$ cat src/rtl/uart_rx_fifo.sv
// UART 8N1 receiver feeding a first-word-fall-through RX FIFO with sticky error flags.
// Define UART_RX_PARITY_EN to receive 8E1 frames and expose the parity_err flag.
module uart_rx_fifo #(
    parameter int CLKS_PER_BIT = 868,
    parameter int FIFO_DEPTH   = 16
) (
    input  logic                          clk,
    input  logic                          rst,
    input  logic                          uart_rx,
    input  logic                          rd_en,
    input  logic                          err_clr,
    output logic [7:0]                    rd_data,
    output logic                          rx_valid,
    output logic [$clog2(FIFO_DEPTH):0]   rx_count,
    output logic                          overrun,
    output logic                          frame_err,
`ifdef UART_RX_PARITY_EN
    output logic                          parity_err,
`endif
    output logic                          busy
);
    localparam int DATA_W = 8;
    localparam int CNT_W  = $clog2(CLKS_PER_BIT);
    localparam int AW     = $clog2(FIFO_DEPTH);
    localparam int CW     = AW + 1;
    localparam logic [CNT_W-1:0] CNT_MAX  = CNT_W'(CLKS_PER_BIT - 1);
    localparam logic [CNT_W-1:0] CNT_HALF = CNT_W'(CLKS_PER_BIT / 2);
    localparam logic [CW-1:0]    FULL     = CW'(FIFO_DEPTH);

`ifdef UART_RX_PARITY_EN
    typedef enum logic [2:0] {S_IDLE, S_START, S_DATA, S_PARITY, S_STOP, S_BREAK} state_t;
`else
    typedef enum logic [2:0] {S_IDLE, S_START, S_DATA, S_STOP, S_BREAK} state_t;
`endif

    logic             rx_meta_q, rx_s_q, armed_q;
    logic [1:0]       fill_q;
    state_t           state_q, state_d;
    logic [CNT_W-1:0] cnt_q, cnt_d;
    logic [2:0]       bit_q, bit_d;
    logic [DATA_W-1:0] shreg_q, shreg_d;
    logic             bit_tick, push_req, frame_set, par_bad;
`ifdef UART_RX_PARITY_EN
    logic             par_bad_q, par_bad_d, par_set, parity_q;
`endif

    // Two-flop synchronizer. armed_q stays low until a real high level has been
    // seen, so a line held low through reset never looks like a start edge.
    always_ff @(posedge clk or negedge rst) begin
        if (!rst) begin
            rx_meta_q <= 1'b1;
            rx_s_q    <= 1'b1;
            fill_q    <= '0;
            armed_q   <= 1'b0;
        end else begin
            rx_meta_q <= uart_rx;
            rx_s_q    <= rx_meta_q;
            fill_q    <= {fill_q[0], 1'b1};
            armed_q   <= armed_q | (fill_q[1] & rx_s_q);
        end
    end

    assign bit_tick = (cnt_q == CNT_MAX);
`ifdef UART_RX_PARITY_EN
    assign par_bad = par_bad_q;
`else
    assign par_bad = 1'b0;
`endif

    always_comb begin
        state_d   = state_q;
        cnt_d     = bit_tick ? '0 : cnt_q + 1'b1;
        bit_d     = bit_q;
        shreg_d   = shreg_q;
        push_req  = 1'b0;
        frame_set = 1'b0;
`ifdef UART_RX_PARITY_EN
        par_bad_d = par_bad_q;
        par_set   = 1'b0;
`endif
        case (state_q)
            S_IDLE: begin
                cnt_d = '0;
                if (armed_q && !rx_s_q) begin
                    state_d = S_START;
                    cnt_d   = CNT_HALF;
                end
            end
            S_START: if (bit_tick) begin
                state_d = rx_s_q ? S_IDLE : S_DATA;
                bit_d   = '0;
            end
            S_DATA: if (bit_tick) begin
                shreg_d = {rx_s_q, shreg_q[DATA_W-1:1]};
                bit_d   = bit_q + 1'b1;
`ifdef UART_RX_PARITY_EN
                if (bit_q == 3'd7) state_d = S_PARITY;
`else
                if (bit_q == 3'd7) state_d = S_STOP;
`endif
            end
`ifdef UART_RX_PARITY_EN
            S_PARITY: if (bit_tick) begin
                par_set   = ^{shreg_q, rx_s_q};
                par_bad_d = par_set;
                state_d   = S_STOP;
            end
`endif
            // Leaving at mid-stop-bit gives half a bit of slack for back-to-back frames.
            S_STOP: if (bit_tick) begin
                if (rx_s_q) begin
                    push_req = !par_bad;
                    state_d  = S_IDLE;
                end else begin
                    frame_set = 1'b1;
                    state_d   = S_BREAK;
                end
            end
            S_BREAK: begin
                cnt_d = '0;
                if (rx_s_q) state_d = S_IDLE;
            end
            default: state_d = S_IDLE;
        endcase
    end

    always_ff @(posedge clk or negedge rst) begin
        if (!rst) begin
            state_q   <= S_IDLE;
            cnt_q     <= '0;
            bit_q     <= '0;
`ifdef UART_RX_PARITY_EN
            par_bad_q <= 1'b0;
`endif
        end else begin
            state_q   <= state_d;
            cnt_q     <= cnt_d;
            bit_q     <= bit_d;
`ifdef UART_RX_PARITY_EN
            par_bad_q <= par_bad_d;
`endif
        end
    end

    always_ff @(posedge clk) begin
        shreg_q <= shreg_d;
    end

    logic [DATA_W-1:0] mem_q [FIFO_DEPTH];
    logic [AW-1:0]     wr_ptr_q, rd_ptr_q;
    logic [CW-1:0]     count_q;
    logic              pop, full, push_ok, overrun_q, frame_q;

    assign pop     = rd_en && (count_q != '0);
    assign full    = (count_q == FULL);
    assign push_ok = push_req && (!full || pop);

    always_ff @(posedge clk or negedge rst) begin
        if (!rst) begin
            wr_ptr_q  <= '0;
            rd_ptr_q  <= '0;
            count_q   <= '0;
            overrun_q <= 1'b0;
            frame_q   <= 1'b0;
`ifdef UART_RX_PARITY_EN
            parity_q  <= 1'b0;
`endif
        end else begin
            if (push_ok) wr_ptr_q <= wr_ptr_q + 1'b1;
            if (pop)     rd_ptr_q <= rd_ptr_q + 1'b1;
            count_q   <= count_q + CW'(push_ok) - CW'(pop);
            // A new error event in the same cycle as err_clr keeps the flag set.
            overrun_q <= (push_req && full && !pop) | (overrun_q & ~err_clr);
            frame_q   <= frame_set | (frame_q & ~err_clr);
`ifdef UART_RX_PARITY_EN
            parity_q  <= par_set | (parity_q & ~err_clr);
`endif
        end
    end

    always_ff @(posedge clk) begin
        if (push_ok) mem_q[wr_ptr_q] <= shreg_q;
    end

    assign rx_valid  = (count_q != '0);
    assign rd_data   = rx_valid ? mem_q[rd_ptr_q] : '0;
    assign rx_count  = count_q;
    assign overrun   = overrun_q;
    assign frame_err = frame_q;
    assign busy      = (state_q != S_IDLE);
`ifdef UART_RX_PARITY_EN
    assign parity_err = parity_q;
`endif

endmodule

$ cat config.mk
export PLATFORM = sky130hd
export DESIGN_NAME = uart_rx_fifo
export DESIGN_NICKNAME = d
export VERILOG_FILES = /design/src/rtl/uart_rx_fifo.sv
export SDC_FILE = /design/constraint.sdc
export NUM_CORES = 1
export LEC_CHECK = 0
export ABC_AREA = 1
export CORE_ASPECT_RATIO = 2
export CORE_MARGIN = 8
export CORE_UTILIZATION = 55
export CTS_CLUSTER_DIAMETER = 100
export DETAILED_ROUTE_END_ITERATION = 10
export PLACE_DENSITY = 0.74
export SYNTH_ARGS = -nofsm -noshare
export SYNTH_HDL_FRONTEND = slang
export SYNTH_SLANG_ARGS = --single-unit
$ cat constraint.sdc
create_clock -name clk -period 3.3 [get_ports clk]
set_input_delay 0.825 -clock clk [delete_from_list [all_inputs] [get_ports clk]]
set_output_delay 0.825 -clock clk [all_outputs]
set_load 0.005 [all_outputs]
* After elaboration in Yosys (flattened, before gate mapping)
Memory sizes are Yosys's and may differ from the RTL's. Cells that the tools add are included.
Storage, ports and cells: word-level logic and storage cells 80, RAM bits 128, memories kept 1, output and inout bits 17, input port bits 5, register bits after elaboration 44
Cells by class: reductions and logical operators 16, $add $sub $neg 6, bitwise logic cells 7, mux-type cells 24, eq/ne operators 13
Memory list:
- mem_q | words 16, bits a word 8, read ports 1, clocked after memory_dff 0, wr ports 1, RTL line 149 | logic [DATA_W-1:0] mem_q [FIFO_DEPTH];
Operators by type and width (number):
- 3-bit two-way mux | 9
- 10-bit one-hot mux with 2 select lines | 1
- 3-bit one-hot mux with 5 select lines | 1
- 2-bit inequality test, second input constant | 6
- 10-bit by 1-bit adder with 10-bit output, second input constant | 1
- 10-bit == test, second input constant | 1
- 10-bit two-way mux | 1
- 9-bit two-way mux | 1
- 4-bit by 1-bit adder with 4-bit output, second input constant | 2
- 1-bit two-way mux | 8
- 8-bit two-way mux | 1
- 3-bit by 2-bit == test with 1-bit output, second input constant | 2
- 3-bit == test, second input constant | 2
- 3-bit one-hot mux with 2 select lines | 1
- 6-bit AND reduction | 1
- 5-bit by 1-bit adder with 5-bit output | 1
- 5-bit == test, second input constant | 1
- 1-bit logical AND | 5
- 5-bit nonzero test | 1
- 5-bit by 1-bit subtractor with 5-bit output | 1
- 3-bit by 1-bit adder with 3-bit output, second input constant | 1
- 1-bit AND | 3
- 3-bit by 1-bit == test with 1-bit output, second input constant | 1
- 1-bit logical NOT | 3
- other kinds (9) | 11

* Depth between registers and ports, before layout
depth after elaboration 6, depth in mapped cells 14, gate-level depth less buffers 14

* Worst setup path before layout
OpenSTA, ideal clock, no wires.
path type register -> register, start point register count_q[3] (netlist: rx_count[3]), end point register count_q[4] (netlist: rx_count[4]), stages on the path, launching flop included 15, slack 803 ps, period minus slack after synthesis 2497 ps, data required time 3221 ps, setup time 79 ps, path buffers 0, arrival 2418 ps, cell sequence dfrtp_1 -> inv_1 -> ha_1 -> nor3b_1 -> nand2_1 -> nand2_1 -> inv_1 -> ha_1 -> inv_1 -> ha_1 -> fa_1 -> a21oi_1 -> nor2_1 -> nor2_1 -> xor2_1
Between the ends: word-level cells in the longest chain between the ends 6, elaborated cells on any way between the ends 8, classes of those cells add/sub (2); eq/ne (1); reduce/logical (5)
RTL lines:
- from (decl) | RTL line 151 | logic [CW-1:0] count_q;
- from (signal assigned) | RTL line 171 | count_q <= count_q + CW'(push_ok) - CW'(pop);
- 5-bit nonzero test (*)
- via rx_valid | RTL line 13 | output logic rx_valid,
- 1-bit logical AND (*) | RTL line 154 | assign pop = rd_en && (count_q != '0);
- via pop | RTL line 152 | logic pop, full, push_ok, overrun_q, frame_q;
- 1-bit logical OR | RTL line 156 | assign push_ok = push_req && (!full || pop);
- 1-bit logical AND | RTL line 156
- 5-bit by 1-bit adder with 5-bit output | RTL line 171
- 5-bit by 1-bit subtractor with 5-bit output (*) | RTL line 171
Mark *: on every way through the listed nets, which the timed path passes. The rest lies on a longest branch. A chain may end at the register's enable or synchronous reset.

* Worst setup path in the final report
start point register rd_ptr_q[0], end point output rd_data[4]
Between the ends: word-level cells in the longest chain between the ends 2
RTL lines:
- from (decl) | RTL line 150 | logic [AW-1:0] wr_ptr_q, rd_ptr_q;
- from (signal assigned) | RTL line 170 | if (pop) rd_ptr_q <= rd_ptr_q + 1'b1;
- memory 16 x 8 bit
- 8-bit two-way mux | RTL line 186 | assign rd_data = rx_valid ? mem_q[rd_ptr_q] : '0;
- to (decl) | RTL line 12 | output logic [7:0] rd_data,
No other way between the ends.

==> results.toml <==
[cts]
cts_tree = "done"
clockBufferDepth = 2
clock-sinks = 172
clk_pin_slew_ns = 0.06
clkLatencyLatePin_ns = 0.42
ctsRootBufferMaster = "clkbuf_16"
h-tree-depth = 4
numCtsBuffers = 17

[timing]
fin_setup_tns_ns = 0
relSlewSlack_pct = 47.3
post-route-min-period_ns = 3.21
worstMarginPinSlew_ns = 0.791
timing.hold.ws_ns = 0.355
setup_slack_ns = 0.0909
drv_slew = 0
hold_viol_final = 0
finClkSkew_ns = 0.00884
fmax_mhz = 312
rsz0062_at_grt = "no"
period_share_pct = 97.2
finalSetupViolCount = 0

[worst_setup_path]
crit_path_start_kind = "register"
r2r_end = "rx_count[4]"
crit_type = "reg -> out"
r2r_slack_ns = 0.51
crit_path_end_kind = "primary output"
reg2reg_depth = 14
crit_path_max_fanout = 8
arrival_ns = 2.38
timing.rr.start = "rx_count[2]"
cp.required_ns = 2.47

[final_layout]
mostFrequentLayoutCell = "nand2_1"
nNetsFinal = 723
layout-drive-gt1-share_pct = 10.8
most-common-layout-cells = "nand2_1 (209), edfxtp_1 (136), nand3_1 (111)"
syn2layout_area_growth_pct = 16.6
antenna_cells = 0

[logic_synthesis]
yosys.area_share.adder_pct = 2.67
ys_types = 31
yosys.area_share.simple_pct = 22.1
ys_ff_latch = 172
synth_area_mm2 = 0.00730
syn_nets = 678
yosysWarnings = 0
ys_seq_area_share_pct = 68.3
dominantRegCellSynth = "edfxtp_1"
synthCells = 658
syn_avg_cell_area_um2 = 11.1
synth_edf_count = 136
synth_top_family_by_area = "simple AND/OR/NAND/NOR gates"
synth_compound_area_share_pct = 2.09
synth_mux_area_share_pct = 0
async_flop_share_pct = 20.9
synth_xor_area_share_pct = 1.44

[place]
place_ws_ns = 0.228
globalplace.congestion = 0.833
io_buffers = 21
dp_hpwl_um = 10400

[die]
core_mm2 = 0.0130
num_rows = 59
die_x_um = 97.5
io_pins = 22
initial_core_util_pct = 56.2
die-area_mm2 = 0.0174
fp.dieH_um = 179

[min_path]
hold_end = "fill_q[1]"
min_path_cells = 0
hold_start = "fill_q[0]"
hold_class = "reg -> reg"

[global_routing]
grt_use_total_pct = 18.8
grt_pass1_vias = 5105
grt_max_degree = 43
grt_overflow = 0
antenna_found_initial = 0
grt_pass1_wl_um = 25600

[pwr]
power.static_leakage_nw = 3.46
internal_power_w = 0.00463
clkPwrFrac_pct = 28.5
finalPower_w = 0.00700
power.net_switching_w = 0.00238
seq_power_share_pct = 36.9
ir_drop_mv = 0.651
powerDensity_mw_per_mm2 = 822
p_comb_share_pct = 34.6
switching_share_pct = 33.9

[drt]
viasPerCell = 5.78
vias = 5010
wl_um = 16100
ant_nets = 0
drcViolationCount = 0
dr.pass1.iters = 7
drt_iter0_drc = 283
wl_per_cell_um = 18.5

[job]
maxCapViolCount = 0

[run_status]
status = "completed"
-- registers in the layout, summed over array words and instances (netlist names) --
| register | cells |
|---|---|
| mem_q | 128 |
| overrun | 1 |
| rx_s_q | 1 |
| state_q | 3 |
| shreg_q | 8 |
| rx_count | 5 |
| fill_q | 2 |
| frame_err | 1 |
| rx_meta_q | 1 |
| rd_ptr_q | 4 |
| bit_q | 3 |
| armed_q | 1 |
| cnt_q | 10 |
| wr_ptr_q | 4 |
-- synth_stat cells (2+ instances only) --
library cell  number  area (um2)
clkinv_1           3        11.3
clkbuf_1           4        15.0
buf_1              2        7.51
xor2_1            11        96.3
nand3_1          111         556
buf_2             18        90.1
o21ai_0           12        60.1
nand3b_4           2        40.0
dfrtp_1           34         851
edfxtp_1         136        4080
nand2_2            3        18.8
nand2_1          210         788
inv_1             30         113
dfstp_2            2        52.6
nor3_1             2        10.0
nor2_1            33         124
a21oi_1           14        70.1
ha_1              14         175
nand4_1            5        31.3
-- how the worst max path moves through the flow --
stage                     start           to  slack [ns]
global placement          rd_en  rx_count[4]        0.23
finish              rd_ptr_q[0]   rd_data[4]        0.09
floorplan           rx_count[3]  rx_count[4]        0.80
detailed placement        rd_en  rx_count[4]        0.23
CTS                 rd_ptr_q[0]   rd_data[4]        0.05
global route        rd_ptr_q[2]   rd_data[4]        0.01
-- power groups by stage --
stage	clock (W)	sequential [W]	combinational [W]
2_1_floorplan	0	0.00257	0.00145
6_report	0.00200	0.00258	0.00242
3_3_place_gp	0	0.00261	0.00217
4_1_cts	0.00202	0.00258	0.00227
5_1_grt	0.00209	0.00260	0.00268
3_5_place_dp	0	0.00261	0.00224
-- final cells by class --
| type | count | area (um2) |
|---|---|---|
| clock buffer | 18 | 429 |
| sequential | 172 | 4990 |
| tap | 152 | 190 |
| inverter | 34 | 133 |
| multi-input combinational | 427 | 2070 |
| timing repair buffer | 51 | 536 |
| fill | 966 | 4470 |
| clock inverter | 13 | 168 |
-- critical path: stages, from the launching register on --
cell and delay (ns):
dfrtp_2 0.44, clkinvlp_4 0.09, buf_12 0.14, buf_12 0.13, nand2_1 0.05, nand3_1 0.08, nand3_1 0.14, nand2_2 0.13
nand2_1 0.06, a21oi_1 0.15, clkdlybuf4s50_1 0.53
-- through the flow --
step	instance area [um2]	instances	utilization [%]
3_5_place_dp	7790	831	60.0
4_1_cts	8400	862	64.6
3_3_place_gp	7790	831	60.0
5_1_grt	8520	867	65.6
2_1_floorplan	7300	658	-
6_report	8520	867	65.6
-- routing by layer --
layer	track usage, %	routed length [um]
met5	0	0
met1	19.0	5620
met3	4.17	911
met4	10.4	655
met2	34.9	8860
-- cell families (layout without fill, tap and decap cells) --
| kind of cell | Yosys count | after routing |
|---|---|---|
| AND/OR/NAND/NOR | 370 | 370 |
| other | 1 | 1 |
| flip-flops | 172 | 172 |
| XOR/XNOR | 12 | 12 |
| AO/OA/AOI/OAI | 29 | 29 |
| buffers and inverters | 59 | 116 |
| adder cells (fa/ha/maj) | 15 | 15 |
-- repair_timing --
action                     4_1_cts  5_1_grt
hold buffers                     0        0
resized for setup                2        7
setup buffers                    0        2
setup endpoints to repair        1        6
cloned                           0        3
Note: power is estimated with default switching activity, not from simulation.
==> edit 1: new RTL, config.mk and constraints unchanged <==
Build with the macro `UART_RX_PARITY_EN` defined.
--- a/src/rtl/uart_rx_fifo.sv
+++ b/src/rtl/uart_rx_fifo.sv
@@ -1,4 +1,6 @@
 // UART 8N1 receiver feeding a first-word-fall-through RX FIFO with sticky error flags.
 // Define UART_RX_PARITY_EN to receive 8E1 frames and expose the parity_err flag.
+`define UART_RX_PARITY_EN
+
 module uart_rx_fifo #(
     parameter int CLKS_PER_BIT = 868,
Formal check against the unedited RTL (old outputs only; new: parity_err): no difference found for any inputs over 10 cycles, from zero or initial values and one cycle with rst low; that may be too few to reach the edited logic, so the function may still have changed.
==> edit 1 against the original RTL <==
Final area rose by 3.2%. Sequential share of layout area fell by 1.2 points. Sequential cell count rose by 2. Final cell count rose by 7.5%. Clock power fell by 6%. Worst setup slack improved by 0.023 ns. Wire length fell by 1.2%. Total power fell by 1.1%. Synthesized cell count rose by 9.3%. Register-to-register slack improved by 0.02 ns. Area after synthesis rose by 4.4%. Critical path type unchanged. Largest cell class unchanged.
==> edit 1: results (changes against the original RTL) <==
Placed design
  – Global placement routability congestion: 0.822 (-1.3%)
  – Placed Instances: 896 (+7.8%)
  – Post-DP Area: 8110 µm² (+4.0%)
  – Setup WS pre-CTS: 0.221 ns (-0.00713 ns)
  – Number of port buffers: 22 (+4.8%)
  – DP HPWL: 10000 µm (-3.5%)

Worst setup path
  – Critical Path Slowest Stage Cell: clkdlybuf4s50_1
  – R2R depth: 14 (unchanged)
  – Maximum fanout along the worst path: 66 (+58)
  – WP data arrival: 2.36 ns (-0.02 ns)

Yosys
  – Synth async-reset ratio: 0.218 (+0.00909)
  – Number of library cell types mapped by synthesis: 36 (+16%)
  – Compound-Gate Fraction of Synth Area: 0.0238 (+0.00290)
  – Multiplexer share of the synthesized area: 0 (unchanged)
  – Syn. warnings: 0 (unchanged)
  – Post-Syn Area per Cell: 10.6 µm² (-4.5%)
  – Ys flop type: edfxtp_1
  – Register area share after synthesis: 0.661 (-0.0220)
  – Area contributors post-synth: edfxtp_1 54%, nand2_1 12%, dfrtp_1 12%, nand3_1 7.4%, ha_1 2.3%
  – Synth Area in Adders: 0.0256 (-0.00112)
  – Synth top cells by count: 248 x nand2_1, 136 x edfxtp_1, 112 x nand3_1, 40 x inv_1, 36 x dfrtp_1
  – Post-synthesis xor/xnor area fraction: 0.0126 (-0.00175)
  – Net count after synthesis: 739 (+9.0%)

CTS
  – Clock Latency Late Sink: 0.42 ns (about the same)
  – CTS clock-pin slew for the worst setup and hold paths: 0.07 ns
  – Max Root-Sink Buffers: 2 (unchanged)
  – H-tree lvl count: 4 (unchanged)
  – Num CTS Buffers: 17 (unchanged)
  – Root buf cell: clkbuf_16

Layout
  – Nets: 782 (+8.2%)
  – N_diodes: 0 (unchanged)
  – Largest regs: mem_q x128, cnt_q x10, shreg_q x8
  – Layout cells sized above 1: 0.112 (+0.00457)

Detailed routing
  – DRT iter0 DRCs: 348 (+23%)
  – Routed vias: 5140 (+2.6%)
  – Initial DRT Pass Iterations: 5 (-2)
  – Antenna Violating Nets Remaining: 0 (unchanged)
  – Routed WL per cell: 17.0 µm (-8.1%)
  – Drt total wl: 15900 µm (-1.2%)

Power
  – Leakage: 3.69 nW (+6.5%)
  – Worst VDD drop: 0.416 mV (-36%)

STA
  – Relative slew slack: 0.427 (-0.0461)
  – Clock Skews: 0.0114 ns (+0.00254 ns)

Status
  – Status: completed

GRT
  – Vias in the first global route: 4901 (-4.0%)
  – GRT met1 Usage: 0.214 (+0.0245)
  – Largest net degree at the start of global routing: 67 (+56%)
  – Total Routing Usage GR: 0.182 (-0.00642)
  – Met3 global-route usage: 0.0424 (+0.000684)
  – GR Util met2: 0.304 (-0.0447)
  – Initial antenna violation count: 0 (unchanged)
  – First-pass GRT wire length: 25000 µm (-2.1%)

Hold path
  – Type of the tightest min-delay check: register to register
  – Hold path cells: 0 (unchanged)
## edit 1: critical path, delay by kind of cell, from the launching register on
family                 cells  cell delay [ns]
buffers and inverters      2             0.82
DFF                        1             0.44
and+or+nand+nor            5             0.49
AOI/OAI and AO/OA          1             0.15
## edit 1: through the flow
stage / hold WS [ns] / TNS, ns
floorplan: 0.331 / 0
global placement: 0.334 / 0
detailed placement: 0.336 / 0
CTS: 0.352 / 0
global route: 0.364 / -0.00233
finish: 0.350 / 0
## edit 1: final timing paths
path | startpoint | end | slack [ns]
worst max-delay path | rd_ptr_q[0]$_DFFE_PN0N_ | rd_data[6] | 0.11
worst min-delay path | fill_q[0]$_DFF_PN0_ | fill_q[1]$_DFF_PN0_ | 0.35
worst max register to register | rx_count[2]$_DFF_PN0_ | rx_count[4]$_DFF_PN0_ | 0.53
worst min register to register | fill_q[0]$_DFF_PN0_ | fill_q[1]$_DFF_PN0_ | 0.35
max in group asynchronous | rst | rd_ptr_q[0]$_DFFE_PN0N_ | 2.19
min in group asynchronous | rst | state_q[0]$_DFFE_PN0P_ | 0.51
## edit 1: report_power, final
part	switching (mW)	internal [mW]
Combinational	1.46	0.968
Clock	0.887	1.01
Sequential	0.135	2.47
## edit 1: repair_timing
item,4_1_cts,5_1_grt
endpoints found under the setup margin,8,8
gates resized for setup,3,13
buffers inserted,0,3
hold endpoints to repair,0,0
hold buffers,0,0
cloned,1,0
## edit 1: metal layers
| metal | vias up | part of all wire |
|---|---|---|
| li1 | 2501 | - |
| met1 | 2439 | 0.40 |
| met2 | 175 | 0.51 |
| met3 | 25 | 0.060 |
| met4 | 0 | 0.027 |
| met5 | - | 0 |
## edit 1: logic make-up after synthesis
kind of cell,after synthesis
adder cells (fa/ha/maj),15
other,1
buffers and inverters,72
AND/OR/NAND/NOR,413
AO/OA/AOI/OAI,33
flip-flops,174
XOR/XNOR,11
## edit 1: layout make-up
class,count,area [µm²]
multi-input cells,473,2290
flip-flops and latches,174,5040
inverters,47,198
well taps,157,196
clock buffers,18,429
fillers,1049,4950
clock inverters,14,146
repair buffers,49,490
==> edit 2: new RTL, same flow settings <==
Made on the original files. The 5 states of `state_t` get a one-hot encoding in 5 bits.
--- a/src/rtl/uart_rx_fifo.sv
+++ b/src/rtl/uart_rx_fifo.sv
@@ -31,5 +31,5 @@
     typedef enum logic [2:0] {S_IDLE, S_START, S_DATA, S_PARITY, S_STOP, S_BREAK} state_t;
 `else
-    typedef enum logic [2:0] {S_IDLE, S_START, S_DATA, S_STOP, S_BREAK} state_t;
+    typedef enum logic [4:0] {S_IDLE = 5'b00001, S_START = 5'b00010, S_DATA = 5'b00100, S_STOP = 5'b01000, S_BREAK = 5'b10000} state_t;
 `endif
 
Behaviour: same outputs for any inputs over 10 cycles, from zero or initial values and one cycle with rst low; not proved beyond that.
==> edit 2 against the original RTL <==
Register-to-register slack better by 0.11 ns. Global-route usage is 0.78 points higher. Final area rose by 1.8%. Maximum frequency fell by 0.20%. Wire length grew 5.5%. Critical path type unchanged. Sequential cell count grew 2. Area after synthesis rose by 3.1%. Total power up 0.75%. Critical endpoint unchanged. Worst setup slack worse by 0.0063 ns. Non-clock buffer count is 2 lower.
==> edit 2: results (changes against the original RTL) <==
CTS
  – Max Root-Sink Buffers: 2 (unchanged)
  – CTS clock-pin slew for the worst setup and hold paths: 0.06 ns (about the same)
  – Root buf cell: clkbuf_16

Layout
  – Max FFs per register: 128 (unchanged)
  – Fill cells: 997 (+3.2%)
  – Non-filler cells in the finished layout: 905 (+4.4%)
  – Nets: 757 (+4.7%)
  – N_diodes: 0 (unchanged)
  – Largest regs: mem_q x128, cnt_q x10, shreg_q x8
  – Layout cells sized above 1: 0.109 (+0.00164)

Yosys
  – Post-synth EDFFs: 136 (unchanged)
  – Net count after synthesis: 714 (+5.3%)
  – Synth async-reset ratio: 0.218 (+0.00909)
  – Syn. warnings: 0 (unchanged)
  – Area contributors post-synth: edfxtp_1 54%, dfrtp_1 12%, nand2_1 11%, nand3_1 7.9%, ha_1 2.3%
  – Synth top cells by count: 212 x nand2_1, 136 x edfxtp_1, 119 x nand3_1, 40 x inv_1
  – Register area share after synthesis: 0.669 (-0.0135)
  – Post-Syn Area per Cell: 10.8 µm² (-2.3%)
  – Number of library cell types mapped by synthesis: 33 (+6.5%)

Worst setup path
  – Worst path max stage delay: 0.52 ns
  – Critical Path Slowest Stage Cell: clkdlybuf4s50_1
  – Maximum fanout along the worst path: 32 (+24)
  – Cell family with most CP delay: buffers and inverters

GRT
  – Largest net degree at the start of global routing: 66 (+53%)
  – First-pass GRT wire length: 27200 µm (+6.3%)
  – Total Routing Usage GR: 0.196 (+0.00777)
  – Initial antenna violation count: 0 (unchanged)
  – Met3 global-route usage: 0.0441 (+0.00238)
  – GRT met1 Usage: 0.207 (+0.0176)
  – GR Util met2: 0.350 (+0.000753)
  – Vias in the first global route: 5395 (+5.7%)

Power
  – Net Switching: 2.48 mW (+4.2%)
  – Worst VDD drop: 0.518 mV (-20%)
  – Leakage: 3.52 nW (+1.8%)

Placed design
  – Placed Instances: 869 (+4.6%)
  – Post-DP Area: 8010 µm² (+2.8%)
  – DP HPWL: 11100 µm (+6.7%)
  – Global placement routability congestion: 0.878 (+5.4%)
  – Setup WS pre-CTS: 0.259 ns (+0.0309 ns)

Detailed routing
  – Routed met3 length: 873 µm (-4.2%)
  – Initial DRT Pass Iterations: 5 (-2)
  – DRT iter0 DRCs: 474 (+67%)
  – Met2 wire length: 9230 µm (+4.1%)
  – Met1 WL: 6170 µm (+9.7%)
  – Vias per cell: 5.71 (-1.2%)
  – Routed WL per cell: 18.7 µm (+1.0%)

Hold path
  – Type of the tightest min-delay check: register to register

Status
  – Status: completed

STA
  – Tightest Pin Transition: 0.850 ns (+0.0598 ns)
  – Clock Skews: 0.0136 ns (+0.00481 ns)
-- edit 2: path summary, 6_finish.rpt --
check	start	slack (ns)	depth (start not counted)	end
min in group asynchronous	rst	0.50	1	rx_count[4]$_DFF_PN0_
max in group asynchronous	rst	2.20	1	rd_ptr_q[0]$_DFFE_PN0N_
worst max register to register	cnt_q[0]$_DFF_PN0_	0.62	11	rx_count[4]$_DFF_PN0_
worst max-delay path	rd_ptr_q[0]$_DFFE_PN0N_	0.08	9	rd_data[4]
worst min-delay path	fill_q[0]$_DFF_PN0_	0.36	0	fill_q[1]$_DFF_PN0_
worst min register to register	fill_q[0]$_DFF_PN0_	0.36	0	fill_q[1]$_DFF_PN0_
-- edit 2: final cells by class --
type | count | area, µm² | area share
multi-input cells | 450 | 2200 | 0.253
flip-flops and latches | 174 | 5040 | 0.581
clock buffers | 19 | 433 | 0.0499
clock inverters | 13 | 154 | 0.0177
well taps | 155 | 194 | 0.0224
inverters | 45 | 175 | 0.0202
repair buffers | 49 | 479 | 0.0553
-- edit 2: repair_timing --
item                       CTS  global route
setup endpoints to repair    0             7
setup buffers                0             2
gates resized for setup      0             2
-- edit 2: cells by family (layout without fill, tap and decap cells) --
family	Yosys count	after routing	share of synthesized area
mux	1	1	0.00133
simple gates	395	395	0.233
buf+inv	70	126	0.0391
other cells	1	1	0.000498
compound gates	27	27	0.0179
flops	174	174	0.669
xor+xnor	11	11	0.0128
fa+ha+maj	15	15	0.0259
-- edit 2: power groups by stage --
| stage | clock network (mW) | logic (mW) | registers, mW |
|---|---|---|---|
| finish | 1.98 | 2.46 | 2.61 |
| global route | 2.09 | 2.71 | 2.63 |
| CTS | 2.00 | 2.36 | 2.61 |
| detailed placement | 0 | 2.35 | 2.65 |
| global placement | 0 | 2.28 | 2.65 |
| floorplan | 0 | 1.52 | 2.61 |
